`src/rtl/mem_ctrl_pkg.sv`:
```
// Shared types for the memory request arbiter.
//   ADDR_W_DEF / DATA_W_DEF : default address and data widths
//   state_e                 : sequencer states (IDLE, ISSUE, WAIT, RESP)
//   req_t                   : one requester's command {we, addr, wdata}
//   addr_in_range()         : true when an address maps onto an implemented word
package mem_ctrl_pkg;

  localparam int ADDR_W_DEF = 16;
  localparam int DATA_W_DEF = 32;

  typedef enum logic [1:0] {
    S_IDLE  = 2'd0,
    S_ISSUE = 2'd1,
    S_WAIT  = 2'd2,
    S_RESP  = 2'd3
  } state_e;

  typedef struct packed {
    logic                  we;
    logic [ADDR_W_DEF-1:0] addr;
    logic [DATA_W_DEF-1:0] wdata;
  } req_t;

  function automatic logic addr_in_range(input logic [ADDR_W_DEF-1:0] addr,
                                         input int unsigned           depth);
    return 32'(addr) < depth;
  endfunction

endpackage

```
`src/rtl/rr_arbiter.sv`:
```
// Combinational round-robin picker.
//   valid      : per-requester request vector
//   last_grant : index granted most recently; search starts one above it
//   enable     : when low no grant is produced
//   grant      : one-hot grant (all zero when nothing is valid or disabled)
//   grant_idx  : encoded index of the grant (0 when there is none)
module rr_arbiter #(
  parameter int NREQ = 2
) (
  input  logic [NREQ-1:0]         valid,
  input  logic [$clog2(NREQ)-1:0] last_grant,
  input  logic                    enable,
  output logic [NREQ-1:0]         grant,
  output logic [$clog2(NREQ)-1:0] grant_idx
);

  localparam int IDX_W = $clog2(NREQ);

  int               cand;
  logic [IDX_W-1:0] cand_idx;
  logic             found;

  // Walk the requesters in priority order last_grant+1, +2, ... wrapping,
  // and keep the first one that is valid.
  always_comb begin
    grant     = '0;
    grant_idx = '0;
    found     = 1'b0;
    cand      = 0;
    cand_idx  = '0;
    for (int i = 1; i <= NREQ; i++) begin
      cand     = (int'(last_grant) + i) % NREQ;
      cand_idx = IDX_W'(cand);
      if (enable && !found && valid[cand_idx]) begin
        found           = 1'b1;
        grant[cand_idx] = 1'b1;
        grant_idx       = cand_idx;
      end
    end
  end

endmodule

```
`src/rtl/mem_req_arbiter.sv`:
```
// Shares one single-port word memory between NREQ requesters. One request is
// accepted at a time (round-robin), the access is sequenced through a fixed
// read latency, and a one-cycle response goes back to the winner.
//
// Handshake: a request transfers on a rising edge where req_valid[i] and
// req_ready[i] are both high. req_ready is combinational, at most one bit is
// high, and only while idle and not in reset. Once transferred the command is
// held internally, so req_* may change freely afterwards. resp_valid is a
// single-cycle pulse with no back-pressure; resp_rdata/resp_err are only
// meaningful while it is high.
//
// Ports:
//   clk, rst            : clock, synchronous active-high reset
//   req_valid/ready/we  : per-requester handshake and direction
//   req_addr/req_wdata  : flattened per-requester address / write data
//   resp_valid/rdata/err: response pulse, read data, out-of-range flag
//   mem_en/we/addr/wdata: registered memory strobes, zero outside ISSUE
//   mem_rdata           : memory read data, valid RD_LAT cycles after mem_en
//   dbg_state           : current sequencer state (state_e encoding)
//   dbg_last_grant      : round-robin pointer
module mem_req_arbiter
  import mem_ctrl_pkg::*;
#(
  parameter int NREQ      = 2,
  parameter int ADDR_W    = ADDR_W_DEF,
  parameter int DATA_W    = DATA_W_DEF,
  parameter int RD_LAT    = 1,
  parameter int MEM_DEPTH = 64
) (
  input  logic                     clk,
  input  logic                     rst,
  input  logic [NREQ-1:0]          req_valid,
  output logic [NREQ-1:0]          req_ready,
  input  logic [NREQ-1:0]          req_we,
  input  logic [NREQ*ADDR_W-1:0]   req_addr,
  input  logic [NREQ*DATA_W-1:0]   req_wdata,
  output logic [NREQ-1:0]          resp_valid,
  output logic [DATA_W-1:0]        resp_rdata,
  output logic                     resp_err,
  output logic                     mem_en,
  output logic                     mem_we,
  output logic [ADDR_W-1:0]        mem_addr,
  output logic [DATA_W-1:0]        mem_wdata,
  input  logic [DATA_W-1:0]        mem_rdata,
  output logic [1:0]               dbg_state,
  output logic [$clog2(NREQ)-1:0]  dbg_last_grant
);

  localparam int IDX_W = $clog2(NREQ);

  state_e             state_q, state_d;
  logic [IDX_W-1:0]   last_q, last_d;
  logic [IDX_W-1:0]   id_q, id_d;
  logic               we_q, we_d;
  logic               err_q, err_d;
  logic [2:0]         cnt_q, cnt_d;
  logic               mem_en_q, mem_en_d;
  logic               mem_we_q, mem_we_d;
  logic [ADDR_W-1:0]  mem_addr_q, mem_addr_d;
  logic [DATA_W-1:0]  mem_wdata_q, mem_wdata_d;
  logic [NREQ-1:0]    resp_valid_q, resp_valid_d;
  logic [DATA_W-1:0]  resp_rdata_q, resp_rdata_d;
  logic               resp_err_q, resp_err_d;

  logic [NREQ-1:0]    grant;
  logic [IDX_W-1:0]   grant_idx;
  logic               arb_en;
  req_t               sel_req;
  logic               sel_in_range;
  logic [NREQ-1:0]    resp_onehot;

  // Reset gates the arbiter so nothing can be accepted while rst is high.
  assign arb_en = (state_q == S_IDLE) && !rst;

  rr_arbiter #(
    .NREQ (NREQ)
  ) u_rr_arbiter (
    .valid      (req_valid),
    .last_grant (last_q),
    .enable     (arb_en),
    .grant      (grant),
    .grant_idx  (grant_idx)
  );

  assign req_ready = grant;

  // Mux the winning requester's command out of the flattened buses.
  always_comb begin
    sel_req = '0;
    for (int i = 0; i < NREQ; i++) begin
      if (grant[i]) begin
        sel_req.we    = req_we[i];
        sel_req.addr  = ADDR_W_DEF'(req_addr[i*ADDR_W +: ADDR_W]);
        sel_req.wdata = DATA_W_DEF'(req_wdata[i*DATA_W +: DATA_W]);
      end
    end
  end

  assign sel_in_range = addr_in_range(sel_req.addr, MEM_DEPTH);
  assign resp_onehot  = NREQ'(1) << id_q;

  // The memory strobes are registered, so they are loaded on the accept edge
  // and are therefore live during the ISSUE cycle. Address and data copies
  // captured here are the only ones the memory ever sees.
  always_comb begin
    state_d      = state_q;
    last_d       = last_q;
    id_d         = id_q;
    we_d         = we_q;
    err_d        = err_q;
    cnt_d        = cnt_q;
    mem_en_d     = 1'b0;
    mem_we_d     = 1'b0;
    mem_addr_d   = '0;
    mem_wdata_d  = '0;
    resp_valid_d = '0;
    resp_rdata_d = '0;
    resp_err_d   = 1'b0;
    unique case (state_q)
      S_IDLE: begin
        if (|grant) begin
          id_d   = grant_idx;
          last_d = grant_idx;
          we_d   = sel_req.we;
          err_d  = !sel_in_range;
          if (sel_in_range) begin
            mem_en_d    = 1'b1;
            mem_we_d    = sel_req.we;
            mem_addr_d  = ADDR_W'(sel_req.addr);
            mem_wdata_d = DATA_W'(sel_req.wdata);
          end
          state_d = S_ISSUE;
        end
      end
      S_ISSUE: begin
        if (err_q || we_q) begin
          resp_valid_d = resp_onehot;
          resp_err_d   = err_q;
          state_d      = S_RESP;
        end else begin
          cnt_d   = 3'(RD_LAT);
          state_d = S_WAIT;
        end
      end
      S_WAIT: begin
        // Count 1 marks the cycle in which mem_rdata is valid.
        if (cnt_q == 3'd1) begin
          resp_valid_d = resp_onehot;
          resp_rdata_d = mem_rdata;
          state_d      = S_RESP;
        end else begin
          cnt_d = cnt_q - 3'd1;
        end
      end
      S_RESP: begin
        state_d = S_IDLE;
      end
      default: begin
        state_d = S_IDLE;
      end
    endcase
  end

  always_ff @(posedge clk) begin
    if (rst) begin
      state_q      <= S_IDLE;
      last_q       <= IDX_W'(NREQ - 1);
      id_q         <= '0;
      we_q         <= 1'b0;
      err_q        <= 1'b0;
      cnt_q        <= '0;
      mem_en_q     <= 1'b0;
      mem_we_q     <= 1'b0;
      mem_addr_q   <= '0;
      mem_wdata_q  <= '0;
      resp_valid_q <= '0;
      resp_rdata_q <= '0;
      resp_err_q   <= 1'b0;
    end else begin
      state_q      <= state_d;
      last_q       <= last_d;
      id_q         <= id_d;
      we_q         <= we_d;
      err_q        <= err_d;
      cnt_q        <= cnt_d;
      mem_en_q     <= mem_en_d;
      mem_we_q     <= mem_we_d;
      mem_addr_q   <= mem_addr_d;
      mem_wdata_q  <= mem_wdata_d;
      resp_valid_q <= resp_valid_d;
      resp_rdata_q <= resp_rdata_d;
      resp_err_q   <= resp_err_d;
    end
  end

  assign mem_en         = mem_en_q;
  assign mem_we         = mem_we_q;
  assign mem_addr       = mem_addr_q;
  assign mem_wdata      = mem_wdata_q;
  assign resp_valid     = resp_valid_q;
  assign resp_rdata     = resp_rdata_q;
  assign resp_err       = resp_err_q;
  assign dbg_state      = state_q;
  assign dbg_last_grant = last_q;

endmodule

```
`config.mk`:
```
export PLATFORM = sky130hd
export DESIGN_NAME = mem_req_arbiter
export DESIGN_NICKNAME = d
export VERILOG_FILES = /design/src/rtl/mem_ctrl_pkg.sv /design/src/rtl/rr_arbiter.sv /design/src/rtl/mem_req_arbiter.sv
export SDC_FILE = /design/constraint.sdc
export NUM_CORES = 1
export LEC_CHECK = 0
export BUFFER_PORTS_ARGS = -buffer_cell sky130_fd_sc_hd__buf_2
export CAP_MARGIN = 20
export CORE_MARGIN = 1.5
export CORE_UTILIZATION = 42
export CTS_BUF_LIST = sky130_fd_sc_hd__clkbuf_4 sky130_fd_sc_hd__clkbuf_8
export CTS_CLUSTER_DIAMETER = 40
export DETAILED_ROUTE_END_ITERATION = 16
export PLACE_DENSITY = 0.83
export SLEW_MARGIN = 10
export SYNTH_ARGS = -nofsm -noshare
export SYNTH_HDL_FRONTEND = slang
export SYNTH_SLANG_ARGS = --single-unit
```
`constraint.sdc`:
```
create_clock -name clk -period 2.1 [get_ports clk]
set_input_delay 0.105 -clock clk [delete_from_list [all_inputs] [get_ports clk]]
set_output_delay 0.105 -clock clk [all_outputs]
set_load 0.1 [all_outputs]
```
==> results.md, run 1 <==
Global route:
- The initial antenna violation count is 0.
- The number of global-route vias before repair is 3075.
- The total routing resource utilization after global routing is 0.2391.
- The wire length of the first global-routing pass is 14190 um.
- The final global-route overflow total is 0.
- The maximum number of pins on one net before global-route repair is 42.

Worst setup path:
- Traced cell by cell, the critical path runs through inv_1 -> ha_1 -> nor2b_1 -> nand3_2 -> inv_1 -> buf_12 -> buf_12.
- The reg-to-reg startpoint is dbg_state[0]$_SDFFE_PP0P_.
- The data arrival time of the worst path is 1.88 ns.
- STA classifies the critical path endpoint as a primary output.
- Along the worst path, the maximum fanout reaches 33.
- The highest cell delay on the worst timing path is 0.38 ns.
- The required time of the worst setup path is 2.00 ns.
- On the critical path, the stage with the largest delay is an instance of sky130_fd_sc_hd__dfxtp_4.
- The critical path starts at dbg_state[0]$_SDFFE_PP0P_.
- The cell depth of the worst flop-to-flop path is 6.
- STA classifies the critical path startpoint as a register.
- The class of the most critical setup path is reg -> out.

Routing:
- The starting DRC count in detailed routing is 107.
- In the detailed route, the total length drawn on met3 is 682 um.
- The total number of vias is 3230.
- The total wirelength of the detailed-routed design is 10190 um.
- The detailed router put a total of 3790 um of wire on met1.
- After detailed routing, the average wire length per cell comes to 15.03 um.
- In the routed design, unresolved DRC markers number 0.
- Dividing the detail-routed via count by the number of cells gives 4.764.
- Once detail routing completed, the nets flagged for antenna violations numbered 0.
- The highest metal layer carrying signal wires in the routed design is met4.
- The count of TritonRoute iterations in the first routing pass is 4.
- Detailed routing placed a total of 5466 um of wire on met2.

Final layout:
- For this run, the post-layout net count is 714.
- The count of fill cells added during filler insertion is 534.
- Measured on the finished design, the core utilization comes to 0.7086.
- In the final layout, flip-flops and latches occupy 0.001891 sq mm.
- From synthesis to final layout, the design area changed by 64.67%.
- The filler-free cell count of the finished design is 678.
- The multi-input gate area in the final layout is 0.001115 sq mm.
- The number of antenna cells inserted is 0.
- Of the cells placed in the final design, the portion with a size suffix greater than 1 is 0.4335.

STA:
- Adding up every negative setup slack in the final design gives 0 ns.
- The final count of negative-setup-slack endpoints is 0.
- The clock period minus final worst setup slack is 1.983 ns.
- The setup clock skew after layout is 0.01168 ns.
- The final critical-path setup slack is 0.1169 ns.
- Static timing analysis puts the maximum clock frequency at 0.5043 GHz.
- The relative slew slack is 0.5784.
- The final-report max-slew violation count was 0.
- Of the available clock period, the critical path in the final layout requires 0.9443.
- The pin slew with the least headroom to its limit is 0.6258 ns.
- Setup repair after global routing left no endpoint under its margin.
- The number of endpoints with negative hold slack in the final report came to 0.

Worst hold path:
- The source of the worst hold timing path is req_wdata[1].
- The worst min-delay path category is in -> reg.
- The number of stages on the worst hold path is 3.

Synthesis:
- Counting every instance in the synthesized netlist gives 290.
- After synthesis the netlist holds a flip-flop and latch count of 94.
- The post-synthesis compound-gate area fraction is 0.1357.
- Of the total synthesized cell area, the portion taken by XOR and XNOR cells is 0.002836.
- The share of synthesized cell area in full adder, half adder and majority cells is 0.02431.
- In the post-synthesis netlist, the biggest area contributors are sky130_fd_sc_hd__dfxtp_1 (61%), sky130_fd_sc_hd__a22oi_1 (9.7%), sky130_fd_sc_hd__and2_1 (7.1%), sky130_fd_sc_hd__nor2_1 (5.5%), sky130_fd_sc_hd__ha_1 (2.4%).
- The synthesized area per cell is 10.65 sq um.
- The part of the Yosys area used for sequential elements is 0.6094.
- The synthesized netlist contains 37 unique library cells.
- The most used flip-flop cell after synthesis is sky130_fd_sc_hd__dfxtp_1.
- The simple-gate share of the synthesized area is 0.1827.
- The mapped netlist covers 0.003088 sq mm.
- The largest total area in the synthesized netlist belongs to sky130_fd_sc_hd__dfxtp_1.
- The synthesized design contains 0 enable-type register cells.
- After synthesis, the largest family of logic cells by area is simple AND/OR/NAND/NOR gates.
- The number of warnings issued by yosys is 0.
- The post-synthesis mux area share is 0.003241.
- The proportion of netlist area held by the largest area contributor is 0.6094.
- Counting flops with an async set or reset pin after synthesis yields a share of 0.

Floorplanning:
- The height of the die is 88.75 um.
- The initial utilization of the core area, before any placement, comes to 0.4303.
- The die covers 0.007876 sq mm.
- Row generation in the floorplan step produced 31 rows.
- The number of I/O pins is 224.
- The placeable core region is 0.007176 sq mm.
- In this run the horizontal extent of the chip is 88.75 um.

Power and ir drop:
- The worst IR drop on VDD is 0.9327 mV.
- In this run the static leakage power is 2.496 nW.
- The cell area power density is 866.1 mW/mm^2.
- Summing internal, switching and leakage power gives 4.404 mW.

Placement:
- Buffers placed on the I/O ports in this run total 223.
- The final weighted congestion of routability-driven global placement is 0.9020.
- Prior to clock tree synthesis, the placed netlist has a worst setup slack of 0.2184 ns.
- Counting tap cells, the placed design contains a total of 608 instances.
- Detailed placement ended at an HPWL of 6587 um.

Flow run:
- The tool flagged a number of max-cap violations equal to 0.

Run status:
- The run finished with clean final reports.

CTS:
- The buffer levels on the longest clock path is 2.
- The CTS H-tree depth is 3.
- Clock latency on the worst-skew pair, taken at its later pin, is 0.35 ns.
- Once the clock tree was built, the setup fixing pass inserted 0 buffers.
- Clock-pin slew was measured on the worst setup and hold paths at 0.10 ns.
- The TritonCTS clock tree is done.
- In this run, CTS created clock tree buffers numbering 9.
- The tree built by TritonCTS fans out to 94 sinks.
- The clock tree root driver cell is sky130_fd_sc_hd__clkbuf_8.
-- Yosys cell counts, types with 2 or more instances --
cell                       count
sky130_fd_sc_hd__and2_1       35
sky130_fd_sc_hd__nor2_1       45
sky130_fd_sc_hd__nand3b_1      2
sky130_fd_sc_hd__inv_1         6
sky130_fd_sc_hd__nand2_1       4
sky130_fd_sc_hd__buf_6         4
sky130_fd_sc_hd__nand4b_1      2
sky130_fd_sc_hd__o21ai_0       3
sky130_fd_sc_hd__nand2b_1      4
sky130_fd_sc_hd__dfxtp_1      94
sky130_fd_sc_hd__nor3_1        3
sky130_fd_sc_hd__clkbuf_1     13
sky130_fd_sc_hd__nor4_1        2
sky130_fd_sc_hd__a22oi_1      40
sky130_fd_sc_hd__a21oi_1       3
sky130_fd_sc_hd__nor2b_1       3
sky130_fd_sc_hd__ha_1          6
sky130_fd_sc_hd__a221oi_1      2
-- sequential cells by signal (all words and copies together) (netlist names) --
register,count
cnt_q,3
dbg_last_grant,1
dbg_state,2
err_q,1
id_q,1
mem_addr,16
mem_en,1
mem_wdata,32
mem_we,1
resp_err,1
resp_rdata,32
resp_valid,2
we_q,1
-- critical path, delay by kind of cell, from the launching register on --
| family | cells | cell delay (ns) |
|---|---|---|
| buffers and inverters | 4 | 0.61 |
| DFF | 1 | 0.38 |
| and+or+nand+nor | 2 | 0.31 |
| adders and majority gates | 1 | 0.22 |
-- cell type report --
cell class / instances / area share
Clock buffer: 9 / 0.02436
Sequential cell: 94 / 0.3718
Inverter: 7 / 0.005167
Tap cell: 99 / 0.02436
Timing Repair Buffer: 282 / 0.3415
Multi-Input combinational cell: 180 / 0.2192
Clock inverter: 7 / 0.01353
-- worst paths after layout --
check,end,slack (ns)
hold reg to reg,resp_valid[0]$_SDFF_PP0_,0.44
hold / removal,mem_wdata[1]$_SDFF_PP0_,0.005
setup reg to reg,err_q$_SDFFE_PP0P_,0.22
setup / recovery,req_ready[0],0.12
-- timing repair --
item                                    CTS  global route
resized for setup                         1             2
endpoints found under the setup margin    1             1
endpoints found under the hold margin    50             0
cloned                                    0             0
hold buffers                             54             0
-- report_power, final --
group          switching (mW)  leakage, nW  internal (mW)  total [mW]
Sequential             0.0603        0.763           1.87        1.93
Clock                   0.683       0.0964          0.462        1.14
Combinational           0.849         1.64          0.477        1.33
-- cells in the final DEF (no fill, tap or decap), drive strengths merged, types with 6 or more instances in the layout --
cell type,n
and2,35
conb,10
a22oi,40
nor2,45
ha,6
dlygate4sd3,54
buf,228
clkbuf,9
dfxtp,94
inv,10
-- through the flow --
step / hold WS [ns] / cell area, sq um
finish: 0.005338 / 5085
global route: 0.01449 / 5085
CTS: 0.0005168 / 5076
detailed placement: 0.3065 / 4339
global placement: 0.3037 / 4339
floorplan: 0.2267 / 3136
-- cells by family (layout without fill, tap and decap cells) --
logic type	count (synthesis)	after routing
compound gates	55	55
flops	94	94
fa+ha+maj	6	6
simple gates	107	107
other cells	1	10
mux	1	1
xor+xnor	1	1
buf+inv	25	305
-- routing by layer --
metal	GRT usage	vias to the layer above
li1	-	1548
met1	0.2449	1502
met2	0.4463	146
met3	0.06623	34
met4	0.1136	0
met5	0	-
(Power assumes the default switching activity.)
==> run 2: changes to the inputs <==
--- a/config.mk
+++ b/config.mk
@@ -7,11 +7,13 @@
 export LEC_CHECK = 0
 export BUFFER_PORTS_ARGS = -buffer_cell sky130_fd_sc_hd__buf_2
 export CAP_MARGIN = 20
+export CORE_ASPECT_RATIO = 1.75
 export CORE_MARGIN = 1.5
 export CORE_UTILIZATION = 42
 export CTS_BUF_LIST = sky130_fd_sc_hd__clkbuf_4 sky130_fd_sc_hd__clkbuf_8
 export CTS_CLUSTER_DIAMETER = 40
 export DETAILED_ROUTE_END_ITERATION = 16
+export HOLD_SLACK_MARGIN = 0.12
 export PLACE_DENSITY = 0.83
 export SLEW_MARGIN = 10
 export SYNTH_ARGS = -nofsm -noshare
==> run 2 against run 1 <==
Net effect: register-to-register slack got worse by 0.06 ns; combinational power increased by 14%; sequential cell count unchanged; largest power group unchanged.
==> results.md, run 2 (synthesized netlist as in run 1, its figures left out) <==
Run status:
- The run finished with clean final reports.

Final layout:
- The count of fill cells added during filler insertion came to 383 (-28%).
- Leaving out fill and tap cells, the most frequent cells in the layout are sky130_fd_sc_hd__buf_2 (221), sky130_fd_sc_hd__dlygate4sd3_1 (111), sky130_fd_sc_hd__dfxtp_1 (91).
- The number of antenna cells inserted came to 0 (unchanged).
- The share of layout cells above drive strength 1 was 0.3994 (-0.03413).
- The final instance area is 0.005698 sq mm (+12%).
- The library cell used most frequently in the layout, excluding fill and tap cells, is sky130_fd_sc_hd__buf_2.
- The count of nets after finishing came to 771 (+8.0%).
- The area growth from synthesis to layout is 84.52%.

Global route:
- The maximum number of pins on one net before global-route repair was 42 (unchanged).
- The total routing resource utilization after global routing is 0.3235 (+0.08437).
- The number of global-route vias before repair came to 3909 (+27%).
- The initial antenna violation count came to 1 (+1).
- The final global-route overflow total is 0 (unchanged).
- The wire length of the first global-routing pass is 18620 um (+31%).

Placement:
- The quantity of I/O buffers inserted on ports was 223 (unchanged).
- The final weighted congestion of routability-driven global placement is 0.8860 (-1.8%).
- The half-perimeter wire length after detailed placement is 6584 um (about the same).
- The worst setup slack after placement was 0.1939 ns (-0.02457 ns).
- The cell area after placement is 0.004328 sq mm (-0.26%).

Floorplanning:
- The placeable core region was 0.007182 sq mm (about the same).
- The height of the die came to 116.4 um (+31%).
- The starting density of the core is 0.4300 (about the same).
- The full die area is 0.007896 sq mm (+0.25%).
- The count of standard-cell rows is 41 (+32%).
- The number of I/O pins is 224 (unchanged).
- The die extent in x was 67.82 um (-24%).

Flow run:
- The number of maximum-capacitance constraint violations was 0 (unchanged).

Worst setup path:
- The setup path with the least slack is of type reg -> out.
- The startpoint identified for the worst register-to-register timing path is dbg_state[0]$_SDFFE_PP0P_.
- The critical path starts at dbg_state[0]$_SDFFE_PP0P_.
- The required time of the worst setup path was 2.00 ns (about the same).
- Broken down by cell family, the worst path's largest delay share belongs to buffers and inverters.
- The launching element type of the critical path is a register.
- The buffering stage count on the worst path with inverters included is 3 (-1).
- The data arrival time of the worst path is 1.86 ns (-0.02 ns).
- The highest cell delay on the worst timing path is 0.37 ns (about the same).
- The slowest cell on the critical path is sky130_fd_sc_hd__dfxtp_4.
- The worst setup path is captured at a primary output.
- The largest driver fanout on the critical path is 16 (-52%).
- Traced cell by cell, the critical path runs through inv_1 -> ha_2 -> and3b_1 -> and2_1 -> buf_6 -> buf_12.

Worst hold path:
- The path class of the tightest hold or removal check is in -> reg.
- The source of the worst hold timing path is req_valid[1].

Routing:
- The total wirelength of the detailed-routed design was 13230 um (+30%).
- The remaining number of nets flagged by the antenna check after routing came to 0 (unchanged).
- The total number of vias is 3687 (+14%).
- The starting DRC count in detailed routing came to 269 (+150%).
- The average detailed-routed wire length per instance is 18.32 um (+22%).
- The total DRC errors in the routed layout is 0 (unchanged).
- The count of TritonRoute iterations in the first routing pass came to 4 (unchanged).
- The via-per-instance ratio is 5.107 (+7.2%).

STA:
- The final-layout setup total negative slack came to 0 ns (unchanged).
- The final critical-path setup slack came to 0.1368 ns (+0.01981 ns).
- The ratio of final minimum period to clock period is 0.9349 (-0.009431).
- The setup clock skew after layout was 0.007397 ns (-0.004287 ns).
- The relative slew slack came to 0.5372 (-0.04116).
- The number of endpoints with negative hold slack in the final report is 0 (unchanged).
- The clock period minus final worst setup slack is 1.963 ns (-0.01981 ns).
- The final-report max-slew violation count is 0 (unchanged).
- The worst hold slack came to 0.3723 ns (+0.3670 ns).
- The maximum achievable frequency is 0.5094 GHz (+1.0%).
- Setup repair after global routing left no endpoint under its margin.
- The final count of negative-setup-slack endpoints was 0 (unchanged).
- The pin slew with the least headroom to its limit came to 0.6869 ns (+0.06109 ns).

CTS:
- The number of clock sinks is 94 (unchanged).
- The clock transition at the registers of the reported paths is 0.09 ns (about the same).
- The CTS H-tree depth is 3 (unchanged).
- TritonCTS built the clock tree.
- The number of buffers created by CTS was 9 (unchanged).
- The buffer levels on the longest clock path is 2 (unchanged).
- The clock tree root driver cell is sky130_fd_sc_hd__clkbuf_8.
- The clock network latency to the later pin of the worst-skew pair was 0.35 ns (about the same).
- The total setup buffers inserted after CTS is 0 (unchanged).

Power and ir drop:
- The worst IR drop on VDD is 0.9694 mV (+3.9%).
- The cell area power density is 839.7 mW/mm^2 (-3.1%).
- The cell leakage power came to 2.754 nW (+10%).
==> run 2: cell types whose count changed in the layout (fill, tap and decap cells not counted), moves of 2 or more <==
cell / change
sky130_fd_sc_hd__dlygate4sd3_1: +57
sky130_fd_sc_hd__buf_4: -2
sky130_fd_sc_hd__bufinv_16: +2
sky130_fd_sc_hd__inv_8: -2
==> run 2: per-layer routing <==
layer  up-vias  share of wire  track usage
li1       1660              -            -
met1      1699           0.32       0.2842
met2       252           0.54       0.5765
met3        74          0.075       0.1233
met4         2          0.062       0.2320
met5         -        0.00091            0
==> run 2: worst paths after layout <==
check	to	slack (ns)	cells after the start
hold reg to reg	resp_valid[0]$_SDFF_PP0_	0.45	1
setup reg to reg	mem_wdata[3]$_SDFF_PP0_	0.16	6
hold / removal	err_q$_SDFFE_PP0P_	0.37	4
setup / recovery	req_ready[1]	0.14	6
==> run 2: area by class of cell <==
class                   count  area (sq um)  share of cell area
repair buffers            339          2328              0.4087
multi-input cells         180          1120              0.1965
clock buffers              10         131.4             0.02306
inverters                   7         26.28            0.004611
clock inverters             6         93.84             0.01647
flip-flops and latches     94          1891              0.3318
well taps                  86         107.6             0.01888
==> run 2: timing repair <==
item / 4_1_cts / 5_1_grt
endpoints found under the hold margin: 77 / 0
gates resized for setup: 0 / 4
setup endpoints to repair: 0 / 4
hold buffers: 111 / 0
==> run 2: worst min-delay path, cell delays in order <==
cell and delay (ns):
sky130_fd_sc_hd__buf_2 0.11, sky130_fd_sc_hd__o21ai_1 0.18, sky130_fd_sc_hd__a21oi_1 0.18, sky130_fd_sc_hd__and2_1 0.12
==> run 2: power by group <==
group,internal [mW],switching [mW]
Sequential,1.87,0.0640
Clock,0.693,0.635
Combinational,0.575,0.945
Total,3.14,1.64
==> run 2: stage by stage <==
| step | total power, mW | util | std cells |
|---|---|---|---|
| after floorplan | 2.864 | - | 299 |
| after global placement | 3.169 | 0.6026 | 594 |
| after detailed placement | 3.218 | 0.6026 | 594 |
| after CTS | 4.674 | 0.7887 | 721 |
| after global routing | 4.973 | 0.7934 | 722 |
| final | 4.785 | 0.7934 | 722 |
==> run 3: changes to the inputs <==
--- a/config.mk
+++ b/config.mk
@@ -8,7 +8,7 @@
 export BUFFER_PORTS_ARGS = -buffer_cell sky130_fd_sc_hd__buf_2
 export CAP_MARGIN = 20
 export CORE_ASPECT_RATIO = 1.75
-export CORE_MARGIN = 1.5
+export CORE_MARGIN = 3
 export CORE_UTILIZATION = 42
 export CTS_BUF_LIST = sky130_fd_sc_hd__clkbuf_4 sky130_fd_sc_hd__clkbuf_8
 export CTS_CLUSTER_DIAMETER = 40
==> run 3 against run 2 <==
Net effect: hold slack got worse by 0.085 ns; sequential power barely moved; final cell count is 0.14% higher; register-to-register slack improved by 0.04 ns; setup slack worse by 0.023 ns; critical endpoint is now req_ready[0]; largest cell class unchanged.
==> results.md, run 3 (synthesized netlist as in run 1, its figures left out) <==
Final layout:
- The filler-free cell count of the finished design was 723 (+0.14%).
- The count of nets after finishing is 771 (unchanged).
- Leaving out fill and tap cells, the most frequent cells in the layout are sky130_fd_sc_hd__buf_2 (221), sky130_fd_sc_hd__dlygate4sd3_1 (111), sky130_fd_sc_hd__dfxtp_1 (91).
- The core occupancy in the finished layout is 0.8080 (+0.01466).
- Leaving out fill and tap cells, the most frequent cell in the layout is sky130_fd_sc_hd__buf_2.
- The share of layout cells above drive strength 1 was 0.3978 (-0.001572).
- The area growth from synthesis to layout is 83.35%.
- The final instance area was 0.005662 sq mm (-0.64%).

Worst setup path:
- The class of the most critical setup path is reg -> out.
- The data arrival time of the worst path is 1.88 ns (+0.02 ns).
- The required time of the worst setup path is 2.00 ns (about the same).
- The worst setup path is launched from a register.
- STA classifies the critical path endpoint as a primary output.
- The largest driver fanout on the critical path is 22 (+6).

Floorplanning:
- The number of I/O pins came to 224 (unchanged).
- The full die area is 0.008457 sq mm (+7.1%).
- The starting density of the core is 0.4407 (+0.01075).
- The placeable core region is 0.007007 sq mm (-2.4%).
- The count of standard-cell rows came to 40 (-2.4%).
- The die extent in x is 70.82 um (+4.4%).
- The height of the die came to 119.4 um (+2.6%).

Routing:
- The detailed-routing wirelength on met1 was 4391 um (+2.5%).
- The starting DRC count in detailed routing is 238 (-12%).
- The total wirelength of the detailed-routed design is 13720 um (+3.7%).
- The count of TritonRoute iterations in the first routing pass was 6 (+2).
- The average detailed-routed wire length per instance is 18.97 um (+3.6%).
- The remaining number of nets flagged by the antenna check after routing is 0 (unchanged).
- The total number of vias is 3665 (-0.60%).
- The total met3 wirelength after detailed routing was 958 um (-3.6%).
- The total DRC errors in the routed layout was 0 (unchanged).
- The top layer used by detailed routing is met4.
- The wire length on met2 is 7618 um (+7.1%).
- The via-per-instance ratio is 5.069 (-0.73%).

Power and ir drop:
- The switching fraction of total power came to 0.3544 (+0.01093).
- The total internal power is 3.001 mW (-4.5%).
- The cell leakage power is 2.738 nW (-0.56%).
- The combinational group share of total power came to 0.316 (-0.002).
- The switching power total is 1.647 mW (+0.24%).
- The clock network power share is 0.268 (-0.009).
- The worst IR drop on VDD is 0.9885 mV (+2.0%).
- The proportion of power drawn by flip-flops and latches is 0.416 (+0.011).
- The total design power is 4.648 mW (-2.9%).
- The cell area power density was 821.0 mW/mm^2 (-2.2%).

STA:
- The final-report max-slew violation count is 0 (unchanged).
- The relative slew slack was 0.5965 (+0.05930).
- The final-layout setup total negative slack is 0 ns (unchanged).
- The pin slew with the least headroom to its limit came to 0.5989 ns (-0.08802 ns).
- The clock period minus final worst setup slack is 1.986 ns (+0.02300 ns).
- The setup clock skew after layout is 0.009888 ns (+0.002491 ns).
- The maximum achievable frequency is 0.5035 GHz (-1.2%).
- The ratio of final minimum period to clock period is 0.9458 (+0.01095).
- Setup repair after global routing left no endpoint under its margin.
- The worst hold slack is 0.2874 ns (-0.08492 ns).
- The number of endpoints with negative hold slack in the final report came to 0 (unchanged).
- The final critical-path setup slack was 0.1138 ns (-0.02300 ns).
- The final count of negative-setup-slack endpoints is 0 (unchanged).

Global route:
- The number of global-route vias before repair was 3914 (+0.13%).
- The initial antenna violation count is 2 (+1).
- The total routing resource utilization after global routing came to 0.3208 (-0.002708).
- The maximum number of pins on one net before global-route repair came to 42 (unchanged).
- The final global-route overflow total is 0 (unchanged).
- The wire length of the first global-routing pass is 20690 um (+11%).

Placement:
- The half-perimeter wire length after detailed placement came to 7382 um (+12%).
- The worst setup slack after placement is 0.1934 ns (-0.0004260 ns).
- The final weighted congestion of routability-driven global placement is 0.8674 (-2.1%).
- The total placed cells including tap cells is 593 (-0.17%).
- The cell area after placement is 0.004320 sq mm (-0.17%).
- The quantity of I/O buffers inserted on ports is 223 (unchanged).

Flow run:
- The number of maximum-capacitance constraint violations is 0 (unchanged).

CTS:
- The CTS H-tree depth is 3 (unchanged).
- The clock tree root driver cell is sky130_fd_sc_hd__clkbuf_8.
- The clock network latency to the later pin of the worst-skew pair came to 0.36 ns (about the same).
- The number of clock sinks is 94 (unchanged).
- The clock transition at the registers of the reported paths is 0.09 ns (about the same).
- The buffer levels on the longest clock path came to 2 (unchanged).
- The number of buffers created by CTS came to 9 (unchanged).
- The TritonCTS clock tree is done.

Worst hold path:
- The worst min-delay path category is in -> reg.

Run status:
- The run finished with clean final reports.
run 3: cell count changes in the layout (fill, tap and decap cells not counted), sizes merged:
cell / previous run / this run
clkbuf: 11 / 9
inv: 8 / 10
clkinvlp: 1 / 2
bufinv: 2 / 1
buf: 227 / 228
clkinv: 2 / 1
diode: 0 / 3
run 3: layout make-up:
cell class                      count  area, sq um
Tap cell                           84        105.1
Inverter                            7        26.28
Multi-Input combinational cell    180         1120
Fill cell                         427         1345
Clock inverter                      7        81.33
Timing Repair Buffer              339         2307
Antenna cell                        3        7.507
Clock buffer                        9        123.9
Sequential cell                    94         1891
run 3: power by group through the flow:
stage,sequential (mW),combinational (mW),clock [mW]
floorplan,2.32,0.542,0
global route,1.95,1.57,1.33
detailed placement,1.97,1.23,0
finish,1.94,1.47,1.24
global placement,1.97,1.20,0
CTS,1.93,1.41,1.24
run 3: repair_timing:
action                                  CTS  global route
gates resized for setup                   1             4
buffers inserted                          0             0
endpoints found under the setup margin    1             1
endpoints found under the hold margin    78             0
hold buffers                            111             0
run 3: final timing paths:
check / start / slack (ns) / endpoint / depth (start not counted)
worst max-delay path: dbg_state[0]$_SDFFE_PP0P_ / 0.11 / req_ready[0] / 7
worst min-delay path: req_valid[1] / 0.29 / id_q$_SDFFE_PP0P_ / 4
worst min register to register: id_q$_SDFFE_PP0P_ / 0.44 / resp_valid[0]$_SDFF_PP0_ / 1
worst max register to register: dbg_state[0]$_SDFFE_PP0P_ / 0.20 / mem_wdata[3]$_SDFF_PP0_ / 7
run 3: worst max-delay path, stage by stage, from the launching register on:
cell and delay, ns:
sky130_fd_sc_hd__dfxtp_4 0.37, sky130_fd_sc_hd__inv_1 0.11, sky130_fd_sc_hd__ha_2 0.21, sky130_fd_sc_hd__nor2b_2 0.19, sky130_fd_sc_hd__nand3_2 0.10, sky130_fd_sc_hd__inv_1 0.15, sky130_fd_sc_hd__buf_12 0.19, sky130_fd_sc_hd__buf_12 0.19
run 3: metal layers:
metal | vias to the layer above | GRT usage
met5 | - | 0
met4 | 0 | 0.1729
met3 | 71 | 0.07601
met2 | 217 | 0.6128
met1 | 1716 | 0.3006
li1 | 1661 | -
